[config.mk]
export PLATFORM = sky130hd
export DESIGN_NAME = mips_multicycle_control_flat
export DESIGN_NICKNAME = d
export VERILOG_FILES = /design/src/rtl/mips_multicycle_control_if.sv /design/src/rtl/mips_multicycle_control.sv /design/src/flat_wrapper.sv
export SDC_FILE = /design/constraint.sdc
export NUM_CORES = 1
export LEC_CHECK = 0
export ABC_CLOCK_PERIOD_IN_PS = 2200
export CELL_PAD_IN_SITES_DETAIL_PLACEMENT = 1
export CELL_PAD_IN_SITES_GLOBAL_PLACEMENT = 1
export CORE_MARGIN = 3
export CORE_UTILIZATION = 23
export CTS_CLUSTER_SIZE = 20
export DETAILED_ROUTE_END_ITERATION = 12
export GPL_TIMING_DRIVEN = 1
export PLACE_DENSITY_LB_ADDON = 0.1
export SETUP_SLACK_MARGIN = 0.3
export SLEW_MARGIN = 10
export SYNTH_ARGS = -nofsm -noshare
export SYNTH_HDL_FRONTEND = slang
export SYNTH_SLANG_ARGS = --single-unit
[constraint.sdc]
create_clock -name clk -period 2.2 [get_ports clk]
set_clock_uncertainty 0.2 [all_clocks]
set_input_delay 0.22 -clock clk [delete_from_list [all_inputs] [get_ports clk]]
set_output_delay 0.22 -clock clk [all_outputs]
set_load 0.05 [all_outputs]
[src/rtl/mips_multicycle_control_if.sv]
// Control/status bundle between the multicycle control unit and the MIPS datapath.
// The master side is the control unit: it reads the instruction fields and ALU flag, and drives every strobe.
interface mips_multicycle_control_if;
    logic [5:0] opcode;
    logic [5:0] funct;
    logic       is_zero;
    logic [3:0] alu_func;
    logic       alu_src_a;
    logic [1:0] alu_src_b;
    logic [1:0] pc_src;
    logic       pc_write;
    logic       iord;
    logic       mem_read;
    logic       mem_write;
    logic       ir_write;
    logic       reg_write;
    logic       reg_dst;
    logic       mem_to_reg;
    logic       illegal_op;
    logic [3:0] state;

    modport master (
        input  opcode, funct, is_zero,
        output alu_func, alu_src_a, alu_src_b, pc_src, pc_write, iord, mem_read,
               mem_write, ir_write, reg_write, reg_dst, mem_to_reg, illegal_op, state
    );

    modport slave (
        output opcode, funct, is_zero,
        input  alu_func, alu_src_a, alu_src_b, pc_src, pc_write, iord, mem_read,
               mem_write, ir_write, reg_write, reg_dst, mem_to_reg, illegal_op, state
    );
endinterface

[src/rtl/mips_multicycle_control.sv]
// Multicycle MIPS control FSM: sequences fetch/decode/execute/memory/writeback and
// drives all datapath strobes, ALU function and mux selects.
module mips_multicycle_control (
    input  logic                          clk,
    input  logic                          reset,
    mips_multicycle_control_if.master     bus
);
    typedef enum logic [3:0] {
        FETCH   = 4'd0,
        DECODE  = 4'd1,
        MEMADR  = 4'd2,
        MEMRD   = 4'd3,
        MEMWB   = 4'd4,
        MEMWR   = 4'd5,
        EXEC    = 4'd6,
        RWB     = 4'd7,
        BEQ     = 4'd8,
        ADDI_EX = 4'd9,
        ADDI_WB = 4'd10,
        JUMP    = 4'd11
    } state_t;

    localparam logic [3:0] ALU_AND = 4'b0000;
    localparam logic [3:0] ALU_OR  = 4'b0001;
    localparam logic [3:0] ALU_ADD = 4'b0010;
    localparam logic [3:0] ALU_SUB = 4'b0110;

    localparam logic [5:0] OP_RTYPE = 6'h00;
    localparam logic [5:0] OP_LW    = 6'h23;
    localparam logic [5:0] OP_SW    = 6'h2B;
    localparam logic [5:0] OP_BEQ   = 6'h04;
    localparam logic [5:0] OP_ADDI  = 6'h08;
    localparam logic [5:0] OP_J     = 6'h02;

    state_t     state_q;
    state_t     state_d;
    logic [3:0] rtype_func;
    logic       funct_ok;
    logic       opcode_ok;

    // NOTE: sequential state uses non-blocking assignments so every flop samples pre-edge values.
    always_ff @(posedge clk) begin
        if (reset) state_q <= FETCH;
        else       state_q <= state_d;
    end

    // NOTE: every combinational output gets a default first, so no path leaves it unassigned (no latch).
    always_comb begin
        rtype_func = ALU_ADD;
        funct_ok   = 1'b1;
        case (bus.funct)
            6'h20:   rtype_func = ALU_ADD;
            6'h22:   rtype_func = ALU_SUB;
            6'h24:   rtype_func = ALU_AND;
            6'h25:   rtype_func = ALU_OR;
            default: funct_ok   = 1'b0;
        endcase

        case (bus.opcode)
            OP_RTYPE:                             opcode_ok = funct_ok;
            OP_LW, OP_SW, OP_BEQ, OP_ADDI, OP_J:  opcode_ok = 1'b1;
            default:                              opcode_ok = 1'b0;
        endcase
    end

    always_comb begin
        state_d = FETCH;
        case (state_q)
            FETCH:   state_d = DECODE;
            DECODE: begin
                case (bus.opcode)
                    OP_LW, OP_SW: state_d = MEMADR;
                    OP_RTYPE:     state_d = funct_ok ? EXEC : FETCH;
                    OP_BEQ:       state_d = BEQ;
                    OP_ADDI:      state_d = ADDI_EX;
                    OP_J:         state_d = JUMP;
                    default:      state_d = FETCH;
                endcase
            end
            MEMADR:  state_d = (bus.opcode == OP_LW) ? MEMRD : MEMWR;
            MEMRD:   state_d = MEMWB;
            EXEC:    state_d = RWB;
            ADDI_EX: state_d = ADDI_WB;
            default: state_d = FETCH;
        endcase
    end

    always_comb begin
        bus.alu_func   = ALU_ADD;
        bus.alu_src_a  = 1'b0;
        bus.alu_src_b  = 2'b00;
        bus.pc_src     = 2'b00;
        bus.pc_write   = 1'b0;
        bus.iord       = 1'b0;
        bus.mem_read   = 1'b0;
        bus.mem_write  = 1'b0;
        bus.ir_write   = 1'b0;
        bus.reg_write  = 1'b0;
        bus.reg_dst    = 1'b0;
        bus.mem_to_reg = 1'b0;
        bus.illegal_op = 1'b0;

        case (state_q)
            FETCH: begin
                bus.mem_read  = 1'b1;
                bus.ir_write  = 1'b1;
                bus.alu_src_b = 2'b01;
                bus.pc_write  = 1'b1;
            end
            DECODE: begin
                bus.alu_src_b  = 2'b11;
                bus.illegal_op = ~opcode_ok;
            end
            MEMADR, ADDI_EX: begin
                bus.alu_src_a = 1'b1;
                bus.alu_src_b = 2'b10;
            end
            MEMRD: begin
                bus.iord     = 1'b1;
                bus.mem_read = 1'b1;
            end
            MEMWB: begin
                bus.reg_write  = 1'b1;
                bus.mem_to_reg = 1'b1;
            end
            MEMWR: begin
                bus.iord      = 1'b1;
                bus.mem_write = 1'b1;
            end
            EXEC: begin
                bus.alu_src_a = 1'b1;
                bus.alu_func  = rtype_func;
            end
            RWB: begin
                bus.reg_write = 1'b1;
                bus.reg_dst   = 1'b1;
            end
            ADDI_WB: bus.reg_write = 1'b1;
            BEQ: begin
                bus.alu_src_a = 1'b1;
                bus.alu_func  = ALU_SUB;
                bus.pc_src    = 2'b01;
                bus.pc_write  = bus.is_zero;
            end
            JUMP: begin
                bus.pc_src   = 2'b10;
                bus.pc_write = 1'b1;
            end
            default: ;
        endcase

        // Reset silences every side-effecting strobe, even before the state register settles.
        if (reset) begin
            bus.pc_write   = 1'b0;
            bus.mem_read   = 1'b0;
            bus.mem_write  = 1'b0;
            bus.ir_write   = 1'b0;
            bus.reg_write  = 1'b0;
            bus.illegal_op = 1'b0;
        end
    end

    assign bus.state = state_q;
endmodule

[src/flat_wrapper.sv]
// flat-port wrapper written by rule: the top's interface ports become plain ports
module mips_multicycle_control_flat 
  (clk, reset, bus_opcode, bus_funct, bus_is_zero, bus_alu_func, bus_alu_src_a, bus_alu_src_b, bus_pc_src, bus_pc_write, bus_iord, bus_mem_read, bus_mem_write, bus_ir_write, bus_reg_write, bus_reg_dst, bus_mem_to_reg, bus_illegal_op, bus_state);
  mips_multicycle_control_if bus_i ();
  input  logic clk;
  input  logic reset;
  input wire logic [$bits(bus_i.opcode)-1:0] bus_opcode;
  input wire logic [$bits(bus_i.funct)-1:0] bus_funct;
  input wire logic [$bits(bus_i.is_zero)-1:0] bus_is_zero;
  output wire logic [$bits(bus_i.alu_func)-1:0] bus_alu_func;
  output wire logic [$bits(bus_i.alu_src_a)-1:0] bus_alu_src_a;
  output wire logic [$bits(bus_i.alu_src_b)-1:0] bus_alu_src_b;
  output wire logic [$bits(bus_i.pc_src)-1:0] bus_pc_src;
  output wire logic [$bits(bus_i.pc_write)-1:0] bus_pc_write;
  output wire logic [$bits(bus_i.iord)-1:0] bus_iord;
  output wire logic [$bits(bus_i.mem_read)-1:0] bus_mem_read;
  output wire logic [$bits(bus_i.mem_write)-1:0] bus_mem_write;
  output wire logic [$bits(bus_i.ir_write)-1:0] bus_ir_write;
  output wire logic [$bits(bus_i.reg_write)-1:0] bus_reg_write;
  output wire logic [$bits(bus_i.reg_dst)-1:0] bus_reg_dst;
  output wire logic [$bits(bus_i.mem_to_reg)-1:0] bus_mem_to_reg;
  output wire logic [$bits(bus_i.illegal_op)-1:0] bus_illegal_op;
  output wire logic [$bits(bus_i.state)-1:0] bus_state;
  assign bus_i.opcode = bus_opcode;
  assign bus_i.funct = bus_funct;
  assign bus_i.is_zero = bus_is_zero;
  assign bus_alu_func = bus_i.alu_func;
  assign bus_alu_src_a = bus_i.alu_src_a;
  assign bus_alu_src_b = bus_i.alu_src_b;
  assign bus_pc_src = bus_i.pc_src;
  assign bus_pc_write = bus_i.pc_write;
  assign bus_iord = bus_i.iord;
  assign bus_mem_read = bus_i.mem_read;
  assign bus_mem_write = bus_i.mem_write;
  assign bus_ir_write = bus_i.ir_write;
  assign bus_reg_write = bus_i.reg_write;
  assign bus_reg_dst = bus_i.reg_dst;
  assign bus_mem_to_reg = bus_i.mem_to_reg;
  assign bus_illegal_op = bus_i.illegal_op;
  assign bus_state = bus_i.state;
  mips_multicycle_control u_core (.clk(clk), .reset(reset), .bus(bus_i));
endmodule
Yosys cells after proc, flatten, opt, wreduce, memory -nomap -nowiden
Cells that the tools add are included.
{ "totals": {"romBits": 0, "mem_bits_rw": 0, "memories": 0, "latch_bits": 0, "output_inout_bits": 22, "elab_cells": 59, "input_bits": 15, "reg_bits": 4} }
{ "classes": {"muxes": 26, "reduce_logical": 11, "multipliers": 0, "shifts": 0, "n_div": 0, "bitwise": 1, "order_cmp": 0, "n_addsub": 0, "eq_ne": 20} }
{ "op_table": {"columns": ["cell", "n"], "rows": [
  ["$eq A6 B6 Y1 const B", 6],
  ["$pmux W4 S6", 1],
  ["$pmux W4 S5", 1],
  ["$eq A4 B3 Y1 const B", 4],
  ["$eq A4 B4 Y1 const B", 4],
  ["$mux W1", 16],
  ["$reduce_or A2 Y1", 5],
  ["$pmux W3 S3", 1],
  ["$eq A4 B2 Y1 const B", 2],
  ["$reduce_or A4 Y1", 2],
  ["$eq A6 B2 Y1 const B", 1],
  ["$eq A6 B3 Y1 const B", 1],
  ["$eq A6 B4 Y1 const B", 1],
  ["$logic_not A6 Y1", 1],
  ["$mux W3", 2],
  ["$pmux W2 S3", 1],
  ["$pmux W3 S2", 1],
  ["$reduce_or A5 Y1", 1],
  ["$eq A4 B1 Y1 const B", 1],
  ["$logic_not A4 Y1", 1],
  ["$pmux W1 S2", 2],
  ["$pmux W2 S2", 1],
  ["$reduce_or A3 Y1", 1],
  ["$not A1 Y1", 1]
]} }

Longest topological paths before layout
{ "logic_depth": {"ltp_word": 7, "mapped_depth": 5, "mapped_depth_nobuf": 4} }

Least setup slack after synthesis
OpenSTA, ideal clock, no wires.
{ "synth_timing": {"kind": "reg-to-output", "start": "reg u_core.state_q[1] (netlist: u_core.bus.state[1])", "end": "out bus_reg_write", "path_stages_with_launch": 6, "path_buffers": 1, "required_time_ns": 1.780, "arrival_time_ns": 2.517, "path_slack_ns": -0.737, "cell_sequence": "dfxtp_1 -> buf_4 -> or2_2 -> nor2_1 -> a21oi_1 -> nor2_1"} }
{ "synth_between": {"elab_chain_len": 4, "elab_cells_between_ends": 6, "cone_classes": "eq/ne: 3; mux: 2; reduce/logical: 1"} }
{ "synth_lines": {"columns": ["element", "line", "rtl"], "rows": [
  ["start, declared", "mips_multicycle_control.sv:35", "state_t state_q;"],
  ["start signal, assigned", "mips_multicycle_control.sv:44", "else state_q <= state_d;"],
  ["$eq A4 B4 Y1 or $eq A4 B3 Y1 (tied branches)", "mips_multicycle_control.sv:103", "case (state_q)"],
  ["$reduce_or A3 Y1 (no line) (*)", null, null],
  ["$mux W1 (*)", "mips_multicycle_control.sv:103", null],
  ["$mux W1 (*)", "mips_multicycle_control.sv:153", "if (reset) begin"],
  ["end, declared", "flat_wrapper.sv:19", "output wire logic [$bits(bus_i.reg_write)-1:0] bus_reg_write;"]
]} }
Mark *: on every way between the ends. The rest lies on a longest branch, timed or not.

Worst setup path in the final report
{ "layout_timing": {"start": "reg u_core.state_q[3] (netlist: u_core.bus.state[3])", "end": "out bus_illegal_op"} }
{ "layout_between": {"elab_chain_len": 3} }
{ "layout_lines": {"columns": ["element", "line", "rtl"], "rows": [
  ["$eq A4 B1 Y1", "mips_multicycle_control.sv:103", null],
  ["$mux W1", "mips_multicycle_control.sv:103", null],
  ["$mux W1", "mips_multicycle_control.sv:153", null],
  ["end, declared", "flat_wrapper.sv:22", "output wire logic [$bits(bus_i.illegal_op)-1:0] bus_illegal_op;"]
]} }
Every way passes these cells.

==> run summary <==
number of flops mapped to enable cells by yosys: 0
Max Cap Viol: 0
DR pass1 iterations: 4
register area share after synthesis: 15.3%
part of the cycle the worst path needs: 91.1%
Wirelength per Cell: 16.7 um
cells traversed along the worst timing path: or3_4 > nor2_4 > o21ai_2 > nor3b_4 > buf_12
width of the die: 53.7 um
Setup TNS Final: 0 ns
area occupied by multi-input gates: 558 um^2
count of nets after finishing: 153
Placeable Area: 2060 um^2
RSZ-0062 raised after global routing: yes
peak supply drop: 376 uV
simple-gate share of the synthesized area: 39.6%
number of global-route vias before repair: 703
async set-or-reset flop fraction in the synthesized netlist: 0%
initial antenna violation count: 0
internal portion of total power: 0.235 mW
Starting DRT DRC Count: 14
CP Capture Type: primary output
Synth top area share: 15.3%
setup slack after layout: 0.196 ns
wire length of the first global-routing pass: 3430 um
relative contribution of sequential cells to total power: 19.8%
number of warnings reported in the yosys synthesis log: 0
Row Count: 16
largest net degree at the start of global routing: 14
data required time of the worst path: 1.78 ns
I/O Buffers: 35
total routing usage reported by global routing: 15.9%
clock edge transition at the registers on the reported setup and hold paths: 0.04 ns
number of buffers added to fix hold violations after cts: 0
share of post-route cells with drive strength above 1: 55.5%
outcome: complete, no violations
adder-cell share of the synthesized area: 0%
flip-flop and latch count after synthesis: 4
count of boundary I/O pins: 37
post-placement worst setup slack: 0.0252 ns
total nets after synthesis: 96
post-route antenna net violation count: 0
startpoint-to-endpoint class of the critical path: reg2out
Filler cells: 240
clock tree from TritonCTS: yes
maximum clock path buffer count: 2
dominant combinational cell family by area after synthesis: simple AND/OR/NAND/NOR gates
xor and xnor area share after synthesis: 5.01%
most frequent cell after synthesis: sky130_fd_sc_hd__nor2_1
maximum operating frequency: 0.499 GHz
synthesized area: 524 um^2
post-synthesis cell type with the largest combined area: sky130_fd_sc_hd__dfxtp_1
Pins Over Slew Limit: 0
fraction of the mapped netlist area in compound gates: 27.0%
Sinks on Clock Net: 4
sequential cell area: 95.1 um^2
type of the most critical hold path: in2reg
part of the power in the clock network: 27.5%
area of placed instances: 1070 um^2
crit path DAT: 1.58 ns
number of diodes: 0
Final Setup Violations: 0
number of flip-flops in the largest register: 4
fraction of power consumed by combinational cells: 52.6%
fraction of power spent switching nets: 39.2%
number of clock buffers inserted by TritonCTS: 3
area enclosed by the die boundary: 2890 um^2
portion of netlist area occupied by mux cells: 1.91%
clock insertion delay at the later pin of the skew report: 0.25 ns
leakage power total: 0.541 nW
buffer type at the clock tree root: sky130_fd_sc_hd__clkbuf_4
Detail Placement HPWL: 1710 um
Via Count: 832
Worst-Margin Slew: 0.505 ns
number of levels the H-tree was split into: 1
Post-synth top cells: sky130_fd_sc_hd__nor2_1 (15), sky130_fd_sc_hd__a21oi_1 (7), sky130_fd_sc_hd__nor3_1 (6), sky130_fd_sc_hd__inv_1 (5), sky130_fd_sc_hd__o21ai_0 (5)
die outline height: 53.7 um
Netlist cell types: 33
net switching power: 0.151 mW
Final Core Density: 63.5%
post-synthesis to final-layout area growth: 150%
final routed DRC violation total: 0
maximum cell stage delay along the critical path: 0.40 ns
Max FO, Critical Path: 8
headroom to the max-slew limit: 66.3%
primary flip-flop cell chosen by synthesis mapping: sky130_fd_sc_hd__dfxtp_1
average instance area after synthesis: 6.47 um^2
Final Wtd Congestion: 0.746
leftover overflow at the end of global routing: 0
number of instances in the synthesized netlist: 81
total wirelength of the detailed-routed design: 2740 um
post-route cell area: 1310 um^2
element type at the critical path start: flop
CP max-delay cell: sky130_fd_sc_hd__or3_4
Vias/cell: 5.07
starting density of the core: 25.4%
largest cells by area after synthesis: sky130_fd_sc_hd__dfxtp_1 (15%), sky130_fd_sc_hd__nor2_1 (11%), sky130_fd_sc_hd__a21oi_1 (6.7%)
shortest clock period the worst path allows after layout: 2.00 ns
Fin. Hold Viols: 0
power density normalized to cell area: 295 nW/um^2
critical path: cells and delay by family, from the launching register on:
family,cells,cell delay [ns]
buf+inv,1,0.16
simple gates,3,0.73
compound gates,1,0.08
flops,1,0.37
stage by stage:
step / std cells / hold WS [ns] / power [mW]
finish: 164 / 0.341 / 0.386
global route: 164 / 0.351 / 0.405
CTS: 149 / 0.332 / 0.364
detailed placement: 143 / 0.314 / 0.254
global placement: 143 / 0.312 / 0.253
floorplan: 81 / 0.101 / 0.174
area by class of cell:
type	count	area share (%)
repair buffers	58	43.8
multi-input cells	66	42.6
flip-flops and latches	4	7.26
well taps	27	2.58
clock buffers	4	2.01
inverters	5	1.72
worst paths after layout:
path / start / to / slack (ns) / depth (start not counted)
min reg2reg: u_core.bus.state[3] / u_core.bus.state[0] / 0.35 / 1
min: bus_opcode[3] / u_core.bus.state[3] / 0.34 / 4
max: u_core.bus.state[3] / bus_illegal_op / 0.20 / 5
max reg2reg: u_core.bus.state[1] / u_core.bus.state[0] / 0.26 / 5
placed cells by master (no fill, tap or decap), types with 2 or more instances in the layout:
cell                              instances
sky130_fd_sc_hd__nor3_1                   2
sky130_fd_sc_hd__a21oi_1                  5
sky130_fd_sc_hd__clkbuf_4                 3
sky130_fd_sc_hd__buf_4                   30
sky130_fd_sc_hd__dlygate4sd2_1            4
sky130_fd_sc_hd__o21ai_2                  2
sky130_fd_sc_hd__clkdlybuf4s50_1         11
sky130_fd_sc_hd__a2111oi_0                2
sky130_fd_sc_hd__inv_1                    4
sky130_fd_sc_hd__nor2_4                   6
sky130_fd_sc_hd__nor3b_4                  2
sky130_fd_sc_hd__xor2_1                   2
sky130_fd_sc_hd__dlymetal6s2s_1           3
sky130_fd_sc_hd__nand2b_1                 2
sky130_fd_sc_hd__buf_12                   7
sky130_fd_sc_hd__nor2_1                   7
sky130_fd_sc_hd__o21ai_0                  3
sky130_fd_sc_hd__dfxtp_4                  4
sky130_fd_sc_hd__nor3_2                   3
sky130_fd_sc_hd__nor2_2                   2
timing repair:
item | 4_1_cts | 5_1_grt
resized for setup | 13 | 17
setup endpoints to repair | 13 | 11
buffers inserted | 2 | 15
pin swaps | 2 | 8
per-layer routing:
metal / share of wire (%) / up-vias / track usage [%]
met5: 0 / - / 0
met3: 4.0 / 4 / 3.05
met4: 1.2 / 0 / 5.11
met2: 51 / 23 / 26.6
li1: - / 401 / -
met1: 43 / 404 / 20.3
power by group through the flow:
| stage | registers (mW) | clock network [mW] | logic (mW) |
|---|---|---|---|
| 6_report | 0.0766 | 0.106 | 0.203 |
| 5_1_grt | 0.0769 | 0.114 | 0.214 |
| 2_1_floorplan | 0.0831 | 0 | 0.0909 |
| 3_3_place_gp | 0.0814 | 0 | 0.171 |
| 3_5_place_dp | 0.0812 | 0 | 0.173 |
| 4_1_cts | 0.0786 | 0.108 | 0.177 |
cells by family after synthesis:
kind of cell	count (synthesis)
other cells	1
compound gates	22
xor+xnor	3
mux	1
buf+inv	11
flops	4
simple gates	39
Note: power is estimated with default switching activity, not from simulation.
